`config.mk`:
```
export PLATFORM = sky130hd
export DESIGN_NAME = mod20_run_ctrl
export DESIGN_NICKNAME = d
export VERILOG_FILES = /design/src/rtl/mod20_run_ctrl.sv
export SDC_FILE = /design/constraint.sdc
export NUM_CORES = 1
export LEC_CHECK = 0
export BUFFER_PORTS_ARGS = -buffer_cell sky130_fd_sc_hd__buf_4
export CAP_MARGIN = 10
export CORE_AREA = 2 2 62 107
export CTS_CLUSTER_SIZE = 25
export DETAILED_ROUTE_END_ITERATION = 6
export DIE_AREA = 0 0 64 109
export PLACE_DENSITY = 0.62
export SLEW_MARGIN = 20
export SYNTH_ARGS = -nofsm -noshare
export SYNTH_HDL_FRONTEND = slang
export SYNTH_SLANG_ARGS = --single-unit
```
`constraint.sdc`:
```
create_clock -name clk_50M -period 4.51 [get_ports clk_50M]
set_clock_uncertainty 0.1 [all_clocks]
set_input_delay 0.902 -clock clk_50M [delete_from_list [all_inputs] [get_ports clk_50M]]
set_output_delay 0.902 -clock clk_50M [all_outputs]
set_load 0.01 [all_outputs]
```
`src/rtl/mod20_run_ctrl.sv`:
```
// mod20_run_ctrl
// ----------------------------------------------------------------------------
// Run/pause/stop sequencer for the mod-20 counter datapath. It replaces the old
// free-running divided clock with a one-cycle count enable (cnt_tick) on the
// 50 MHz domain. It also handles button sequencing, count direction and tick-rate
// selection, plus an optional stop-at-target that reads the counter value back.
//
// Ports
//   clk_50M    in   system clock
//   reset      in   asynchronous, active-low reset
//   btn_start  in   async level; rising edge = start/resume command
//   btn_stop   in   async level; rising edge = pause/stop command
//   dir_sel    in   async; 1 = count up, 0 = count down
//   speed_sel  in   async; 1 = FAST_DIV, 0 = SLOW_DIV cycles per tick
//   target_en  in   enable stop-at-target
//   target     in   [4:0] target count value (>= MOD never matches)
//   count      in   [4:0] counter value fed back from the mod-20 counter
//   cnt_tick   out  one-cycle count enable
//   cnt_up     out  count direction, valid whenever cnt_tick=1
//   cnt_clr    out  one-cycle synchronous clear to the counter
//   state      out  [1:0] 00 IDLE, 01 RUN, 10 PAUSE, 11 DONE
//   done       out  high while in DONE (auto-reload build: one-cycle pulse)
//
// Build option
//   MOD20_RUN_CTRL_AUTORELOAD_EN: a target match clears the counter and keeps
//   running instead of entering DONE. done then pulses for the cycle in which
//   cnt_clr is high.
// ----------------------------------------------------------------------------
module mod20_run_ctrl #(
  parameter int unsigned FAST_DIV = 5000000,
  parameter int unsigned SLOW_DIV = 50000000,
  parameter int unsigned MOD      = 20
) (
  input  logic       clk_50M,
  input  logic       reset,
  input  logic       btn_start,
  input  logic       btn_stop,
  input  logic       dir_sel,
  input  logic       speed_sel,
  input  logic       target_en,
  input  logic [4:0] target,
  input  logic [4:0] count,
  output logic       cnt_tick,
  output logic       cnt_up,
  output logic       cnt_clr,
  output logic [1:0] state,
  output logic       done
);

  localparam int unsigned MAX_DIV = (FAST_DIV > SLOW_DIV) ? FAST_DIV : SLOW_DIV;
  localparam int unsigned PW      = (MAX_DIV > 1) ? $clog2(MAX_DIV) : 1;

  localparam logic [PW-1:0] FAST_LIM = PW'(FAST_DIV - 1);
  localparam logic [PW-1:0] SLOW_LIM = PW'(SLOW_DIV - 1);

  localparam logic [1:0] ST_IDLE  = 2'b00;
  localparam logic [1:0] ST_RUN   = 2'b01;
  localparam logic [1:0] ST_PAUSE = 2'b10;
  localparam logic [1:0] ST_DONE  = 2'b11;

  // Synchronizers: bit order {speed_sel, dir_sel, btn_stop, btn_start}
  logic [3:0] sync1_q;
  logic [3:0] sync2_q;
  logic [1:0] prev_q;    // previous synced {stop, start} for edge detection

  always_ff @(posedge clk_50M or negedge reset) begin
    if (!reset) begin
      sync1_q <= '0;
      sync2_q <= '0;
      prev_q  <= '0;
    end else begin
      sync1_q <= {speed_sel, dir_sel, btn_stop, btn_start};
      sync2_q <= sync1_q;
      prev_q  <= sync2_q[1:0];
    end
  end

  logic start_rise;
  logic stop_rise;
  logic dir_up_s;
  logic speed_fast_s;

  assign start_rise   = sync2_q[0] & ~prev_q[0];
  assign stop_rise    = sync2_q[1] & ~prev_q[1];
  assign dir_up_s     = sync2_q[2];
  assign speed_fast_s = sync2_q[3];

  logic [1:0]    state_q, state_d;
  logic [PW-1:0] presc_q, presc_d;
  logic          tick_q, tick_d;
  logic          clr_q, clr_d;
  logic          up_q;
  logic          done_q, done_d;
  logic          tick_d1_q;   // a tick went out last cycle: count is fresh now

  logic [PW-1:0] div_lim;
  logic          target_ok;
  logic          target_hit;

  // The compare is >= so a SLOW->FAST switch with a large prescaler value
  // fires on the next cycle instead of wrapping through the full range.
  assign div_lim    = speed_fast_s ? FAST_LIM : SLOW_LIM;
  assign target_ok  = (32'(target) < MOD);
  assign target_hit = tick_d1_q & target_en & target_ok & (count == target);

  always_comb begin
    state_d = state_q;
    presc_d = presc_q;
    tick_d  = 1'b0;
    clr_d   = 1'b0;
    done_d  = 1'b0;
    case (state_q)
      ST_IDLE: begin
        // A stop edge is meaningless here, and it also masks a coincident start.
        if (start_rise && !stop_rise) begin
          state_d = ST_RUN;
          clr_d   = 1'b1;
          presc_d = '0;
        end
      end
      ST_RUN: begin
        if (stop_rise) begin
          state_d = ST_PAUSE;           // prescaler held for resume
        end else if (target_hit) begin
`ifdef MOD20_RUN_CTRL_AUTORELOAD_EN
          clr_d   = 1'b1;
          presc_d = '0;
          done_d  = 1'b1;
`else
          state_d = ST_DONE;
`endif
        end else if (presc_q >= div_lim) begin
          tick_d  = 1'b1;
          presc_d = '0;
        end else begin
          presc_d = presc_q + PW'(1);
        end
      end
      ST_PAUSE: begin
        if (stop_rise) begin
          state_d = ST_IDLE;
          clr_d   = 1'b1;
          presc_d = '0;
        end else if (start_rise) begin
          state_d = ST_RUN;             // resume from held prescaler
        end
      end
      default: begin                    // ST_DONE
        if (stop_rise) begin
          state_d = ST_IDLE;
          clr_d   = 1'b1;
          presc_d = '0;
        end else if (start_rise) begin
          state_d = ST_RUN;
          clr_d   = 1'b1;
          presc_d = '0;
        end
      end
    endcase
`ifndef MOD20_RUN_CTRL_AUTORELOAD_EN
    done_d = (state_d == ST_DONE);
`endif
  end

  always_ff @(posedge clk_50M or negedge reset) begin
    if (!reset) begin
      state_q   <= ST_IDLE;
      presc_q   <= '0;
      tick_q    <= 1'b0;
      clr_q     <= 1'b0;
      up_q      <= 1'b1;
      done_q    <= 1'b0;
      tick_d1_q <= 1'b0;
    end else begin
      state_q   <= state_d;
      presc_q   <= presc_d;
      tick_q    <= tick_d;
      clr_q     <= clr_d;
      up_q      <= dir_up_s;
      done_q    <= done_d;
      tick_d1_q <= tick_q;
    end
  end

  assign cnt_tick = tick_q;
  assign cnt_clr  = clr_q;
  assign cnt_up   = up_q;
  assign state    = state_q;
  assign done     = done_q;

endmodule

```
==> run_results.csv, run 1 <==
group,metric,value,unit
status,status,"complete, no violations",
power,power_density,352,nW/um2
clocking,cts.clk_slew.worst_paths,0.08,ns
power,p_clk_share,33.0,%
logic_synthesis,synthTopCellsByCount,"dfrtp_1, nor2_1, o21ai_0",
sta,timing.slew.headroom,49.4,%
clocking,cts_setup_buffers,0,
setup_path,crit_path_start_kind,"flip-flop",
route,wl_per_cell,15.6,um
worst_hold_path,hold_path.startpoint,"sync1_q[2]",
setup_path,regToRegSetupSlack,1.47,ns
logic_synthesis,synth_fp_nets,271,
worst_hold_path,hp-class,"flip-flop to flip-flop",
sta,tightest_slew,0.757,ns
setup_path,critical_path.max_fanout,16,
sta,post-route-period-util,67.3,%
place,place_ws,1.34,ns
die,die_x,64,um
die,ios,23,
clocking,postCtsHoldBufs,0,
setup_path,crit_path_end,"presc_q[7]",
power,sw_frac_of_total,30.4,%
logic_synthesis,yosysTopAreaCell,"dfrtp_1",
sta,hold_viol,0,
layout,final_cell_area,2700,um2
clocking,htreeDepth,2,
clocking,cts.path.max_buffers,2,
clocking,clock_latency,0.31,ns
logic_synthesis,ys_async_sr_fraction,100,%
setup_path,worst_ep_required_time,4.63,ns
power,power.total,0.950,mW
grt,track_usage,17.0,%
power,leakagePower,1.19,nW
layout,area_growth,14.2,%
sta,setup_slack,1.47,ns
setup_path,critPathMaxStageDelay,0.56,ns
route,firstDrtPassIters,4,
logic_synthesis,yosys.cell_types.count,43,
sta,finalCriticalPeriod,3.04,ns
place,place_hpwl,3.86,mm
route,vias_per_cell,5.67,
clocking,numCtsBuffers,5,
clocking,clock-root-buffer,"clkbuf_8",
power,p_seq_share,49.7,%
setup_path,arrival,3.16,ns
setup_path,worstPathCellList,"inv_1, ha_1, o21ai_0, nor2_1, o311a_1, nand4b_1, nand2b_1, o31ai_1",
power,p_switching,0.289,mW
place,gp_congestion,0.872,
grt,grt_pass1_wl,9.07,mm
layout,layout.nets,291,
sta,clock.fmax,0.329,GHz
layout,drive_above_1_share,14.2,%
layout,layoutNonFillerInstCount,341,
sta,grt_setup_unrepaired,"false",
logic_synthesis,synth.area.top_cells,"dfrtp_1, ha_1, xor2_1",
sta,finalMaxSlewViolations,0,
die,die_h,109,um
sta,whs,0.254,ns
grt,grt_pass1_vias,1942,
logic_synthesis,synth-main-ff-cell,"dfrtp_1",
clocking,numClockSinks,43,
layout,antenna_cells,0,
setup_path,reg2reg_to,"presc_q[7]",
place,place_inst,333,
setup_path,r2r_start,"sync2_q[3]",
setup_path,cp_slowest_cell,"dfrtp_1",
setup_path,reg2reg_depth,8,
logic_synthesis,synth_edf_count,0,
place,port_buffers,22,
sta,finalSetupViolCount,0,
grt,overflow,0,
route,drtIter0Drc,72,
die,coreArea,6130,um2
clocking,tritoncts,"done",
layout,fin_util,44.0,%
job,drv_cap,0,
die,rows,38,
power,combPwrFrac,17.3,%
power,ir_worst_vdd,0.238,mV
logic_synthesis,yosysMostFrequentCell,"dfrtp_1",
setup_path,worstSetupStartpoint,"sync2_q[3]",
grt,grt_max_degree,44,
logic_synthesis,syn_area,2360,um2
setup_path,cp-end-kind,"flip-flop",
die,start_util,38.5,%
sta,tns,0,ns
logic_synthesis,synth_top_cell_area_share,44.5,%
logic_synthesis,ys_warn_count,0,
route,routed_wl,5.33,mm
setup_path,crit_type,"flip-flop to flip-flop",
clocking,cts_resized,0,
logic_synthesis,syn_area_per_cell,9.84,um2
route,detail-route-antenna-nets,0,
route,drc,0,
grt,antenna_found_initial,0,
route,num_vias,1935,
power,internal_power,0.661,mW
place,dpl_cell_area,2580,um2
logic_synthesis,synthCells,240,
logic_synthesis,synth_seq_cells,43,
die,die_area,6980,um2
logic_synthesis,synth_seq_area_share,45.6,%
-- sequential cells by signal, summed over array words and instances, names as in the netlist --
name and flops:
cnt_tick 1, done 1, presc_q 26, state 2, prev_q 2, tick_d1_q 1
sync2_q 4, cnt_up 1, sync1_q 4, cnt_clr 1
-- worst max-delay path, delay by kind of cell (launching register included) --
family | cells | cell delay [ns]
compound gates | 3 | 0.76
simple gates | 3 | 1.04
buf+inv | 1 | 0.16
flops | 1 | 0.56
fa+ha+maj | 1 | 0.32
-- cell usage in the layout (no fill, tap or decap), types with 2 or more instances in the layout --
master | netlist | layout
o31ai_1 | 3 | 3
nand2_1 | 17 | 17
xnor2_1 | 2 | 2
nand2b_1 | 5 | 5
a21oi_1 | 7 | 7
dfrtp_1 | 42 | 42
o2111ai_1 | 10 | 10
buf_4 | 0 | 22
nand4_1 | 5 | 5
o21ai_0 | 18 | 18
and3_1 | 5 | 5
inv_1 | 5 | 5
nor2_1 | 23 | 23
nand4b_1 | 4 | 4
nor4_1 | 2 | 2
o2bb2ai_1 | 2 | 2
o2bb2a_1 | 5 | 5
or3_1 | 6 | 6
o21a_1 | 2 | 2
nor3_1 | 6 | 6
nor2b_1 | 5 | 5
a21o_1 | 2 | 2
xor2_1 | 12 | 12
nand3_1 | 13 | 13
ha_1 | 14 | 14
clkbuf_8 | 0 | 5
-- logic make-up after synthesis --
family	synth area share [%]
AO/OA/AOI/OAI	16.6
XOR/XNOR	5.19
adder cells (fa/ha/maj)	7.42
buffers and inverters	2.70
flip-flops	45.6
multiplexers	0.477
AND/OR/NAND/NOR	22.0
-- per-layer routing --
layer / vias up / routed length (um) / global-route usage (%)
li1: 920 / - / -
met1: 969 / 2110 / 18.0
met2: 34 / 2930 / 30.4
met3: 12 / 128 / 3.72
met4: 0 / 162 / 9.78
met5: - / 0 / 0
-- cell type report --
class	instances	area (um2)
Fill cell	607	3430
Multi-Input combinational cell	183	1220
Sequential cell	43	1080
Timing Repair Buffer	22	165
Tap cell	80	100
Clock buffer	5	68.8
Clock inverter	3	47.5
Inverter	5	18.8
-- power by group through the flow --
stage                     Combinational (mW)  Sequential (mW)  Clock (mW)
after global placement                 0.162            0.478           0
after CTS                              0.167            0.470       0.322
final                                  0.164            0.472       0.313
after detailed placement               0.167            0.478           0
after floorplan                        0.118            0.465           0
after global routing                   0.188            0.480       0.339
-- how the worst min path moves through the flow --
| stage | end | slack [ns] | depth (start not counted) |
|---|---|---|---|
| after floorplan | sync2_q[0] | 0.23 | 0 |
| after global placement | sync2_q[2] | 0.23 | 0 |
| after detailed placement | sync2_q[0] | 0.24 | 0 |
| after CTS | sync2_q[0] | 0.26 | 0 |
| after global routing | sync2_q[3] | 0.26 | 0 |
| final | sync2_q[2] | 0.25 | 0 |
No activity file was read; power rests on OpenSTA's default activity.
==> run 2: changes to the inputs <==
==> constraint.sdc (replaced) <==
create_clock -name clk_50M -period 2.95 [get_ports clk_50M]
set_clock_uncertainty 0.1 [all_clocks]
set_input_delay 0.59 -clock clk_50M [delete_from_list [all_inputs] [get_ports clk_50M]]
set_output_delay 0.59 -clock clk_50M [all_outputs]
set_load 0.01 [all_outputs]
==> run 2 against run 1 <==
Register-to-register slack lost 1.1 ns; hold slack got worse by 0.083 ns; sequential power up 53%; largest power group unchanged.
==> run_results.csv, run 2 (same netlist as run 1, synthesis figures left out) <==
group,metric,value,unit
clocking,cts_setup_buffers,0,
setup_path,worst_ep_required_time,3.06,ns
setup_path,cp_slowest_cell,"dfrtp_1",
sta,tns,0,ns
clocking,cts.clk_slew.worst_paths,0.09,ns
power,combPwrFrac,18.2,%
setup_path,arrival,2.71,ns
route,detail-route-antenna-nets,0,
route,highest_layer,"met4",
die,coreArea,6130,um2
sta,hold_viol,0,
setup_path,worstPathCellList,"inv_1, ha_1, o21ai_0, nor2_1, o311a_1, nand4b_1, nand2b_1, o31ai_1",
clocking,cts.path.max_buffers,2,
sta,setup_slack,0.350,ns
setup_path,critPathBufInv,1,
sta,finalMaxSlewViolations,0,
clocking,tritoncts,"done",
grt,track_usage,16.5,%
place,place_inst,339,
layout,largest_reg_flops,26,
setup_path,reg2reg_depth,8,
clocking,numCtsBuffers,5,
power,leakagePower,1.22,nW
power,p_seq_share,49.1,%
grt,grt_pass1_wl,9.02,mm
job,drv_cap,0,
die,start_util,38.5,%
power,p_clk_share,32.8,%
clocking,postCtsHoldBufs,0,
route,firstDrtPassIters,4,
power,power.total,1.47,mW
grt,antenna_found_initial,0,
die,die_area,6980,um2
power,ir_worst_vdd,0.319,mV
layout,layout.nets,297,
sta,finalCriticalPeriod,2.60,ns
route,wl_per_cell,14.9,um
power,internal_power,1.02,mW
die,ios,23,
power,power_density,535,nW/um2
setup_path,reg2reg_to,"presc_q[8]",
route,routed_wl,5.18,mm
place,port_buffers,22,
route,wl_met1,2.06,mm
grt,grt_pass1_vias,1965,
route,dr_wl_met2,2.87,mm
sta,post-route-period-util,88.1,%
layout,final_common_cell,"dfrtp_1",
worst_hold_path,hp-class,"input pin to async pin",
die,rows,38,
sta,tightest_slew,0.719,ns
layout,layoutNonFillerInstCount,347,
layout,area_growth,16.2,%
die,die_h,109,um
sta,whs,0.171,ns
sta,timing.slew.headroom,51.8,%
setup_path,cp-end-kind,"flip-flop",
place,place_hpwl,3.76,mm
grt,overflow,0,
setup_path,cp_top_family,"compound AO/OA/AOI/OAI gates",
clocking,htreeDepth,2,
die,die_x,64,um
setup_path,crit_type,"flip-flop to flip-flop",
power,sw_frac_of_total,30.3,%
sta,clock.fmax,0.385,GHz
grt,grt_max_degree,44,
layout,drive_above_1_share,16.1,%
layout,top_regs,"presc_q (26), sync1_q (4), sync2_q (4)",
route,wl_met3,115,um
place,gp_congestion,0.793,
clocking,clock_latency,0.30,ns
route,drtIter0Drc,85,
setup_path,regToRegSetupSlack,0.35,ns
power,p_switching,0.444,mW
route,drc,0,
status,status,"complete, no violations",
clocking,cts_resized,0,
layout,top_register,"presc_q",
layout,layout_common_cells,"dfrtp_1, buf_4, nor2_1",
setup_path,critical_path.max_fanout,10,
setup_path,crit_path_start_kind,"flip-flop",
setup_path,critPathMaxStageDelay,0.56,ns
layout,antenna_cells,0,
clocking,numClockSinks,43,
route,num_vias,1915,
setup_path,r2r_start,"sync2_q[3]",
sta,grt_setup_unrepaired,"false",
place,place_ws,0.343,ns
clocking,clock-root-buffer,"clkbuf_8",
sta,finalSetupViolCount,0,
route,vias_per_cell,5.52,
==> run 2: per-stage QoR <==
stage | cell area, um2 | utilization, %
global route | 2740 | 44.7
finish | 2740 | 44.7
floorplan | 2360 | -
CTS | 2740 | 44.7
detailed placement | 2630 | 42.8
global placement | 2630 | 42.8
==> run 2: worst max path at each step <==
stage                          start    endpoint  slack, ns  depth (start not counted)
after floorplan           sync2_q[3]  presc_q[4]       0.55                          9
after global placement     target[3]  presc_q[6]       0.32                          7
after detailed placement   target[3]  presc_q[6]       0.34                          7
after CTS                 sync2_q[3]  presc_q[8]       0.34                          8
after global routing      sync2_q[3]  presc_q[8]       0.06                          8
final                     sync2_q[3]  presc_q[8]       0.35                          8
==> run 2: metal layers <==
| metal | vias to the layer above | track usage [%] |
|---|---|---|
| met3 | 13 | 2.27 |
| li1 | 933 | - |
| met1 | 939 | 18.2 |
| met2 | 30 | 30.2 |
| met4 | 0 | 8.70 |
| met5 | - | 0 |
==> run 2: final cells by class <==
cell class | instances | area (um2)
clock inverters | 3 | 47.5
well taps | 80 | 100
flip-flops and latches | 43 | 1080
inverters | 5 | 18.8
multi-input cells | 183 | 1220
repair buffers | 28 | 210
clock buffers | 5 | 68.8
fillers | 581 | 3390
==> run 2: power by group through the flow <==
stage                     sequential [mW]  clock (mW)  combinational [mW]
after detailed placement            0.731           0               0.269
after floorplan                     0.711           0               0.181
after CTS                           0.719       0.495               0.271
final                               0.720       0.481               0.267
after global placement              0.729           0               0.263
after global routing                0.732       0.529               0.306
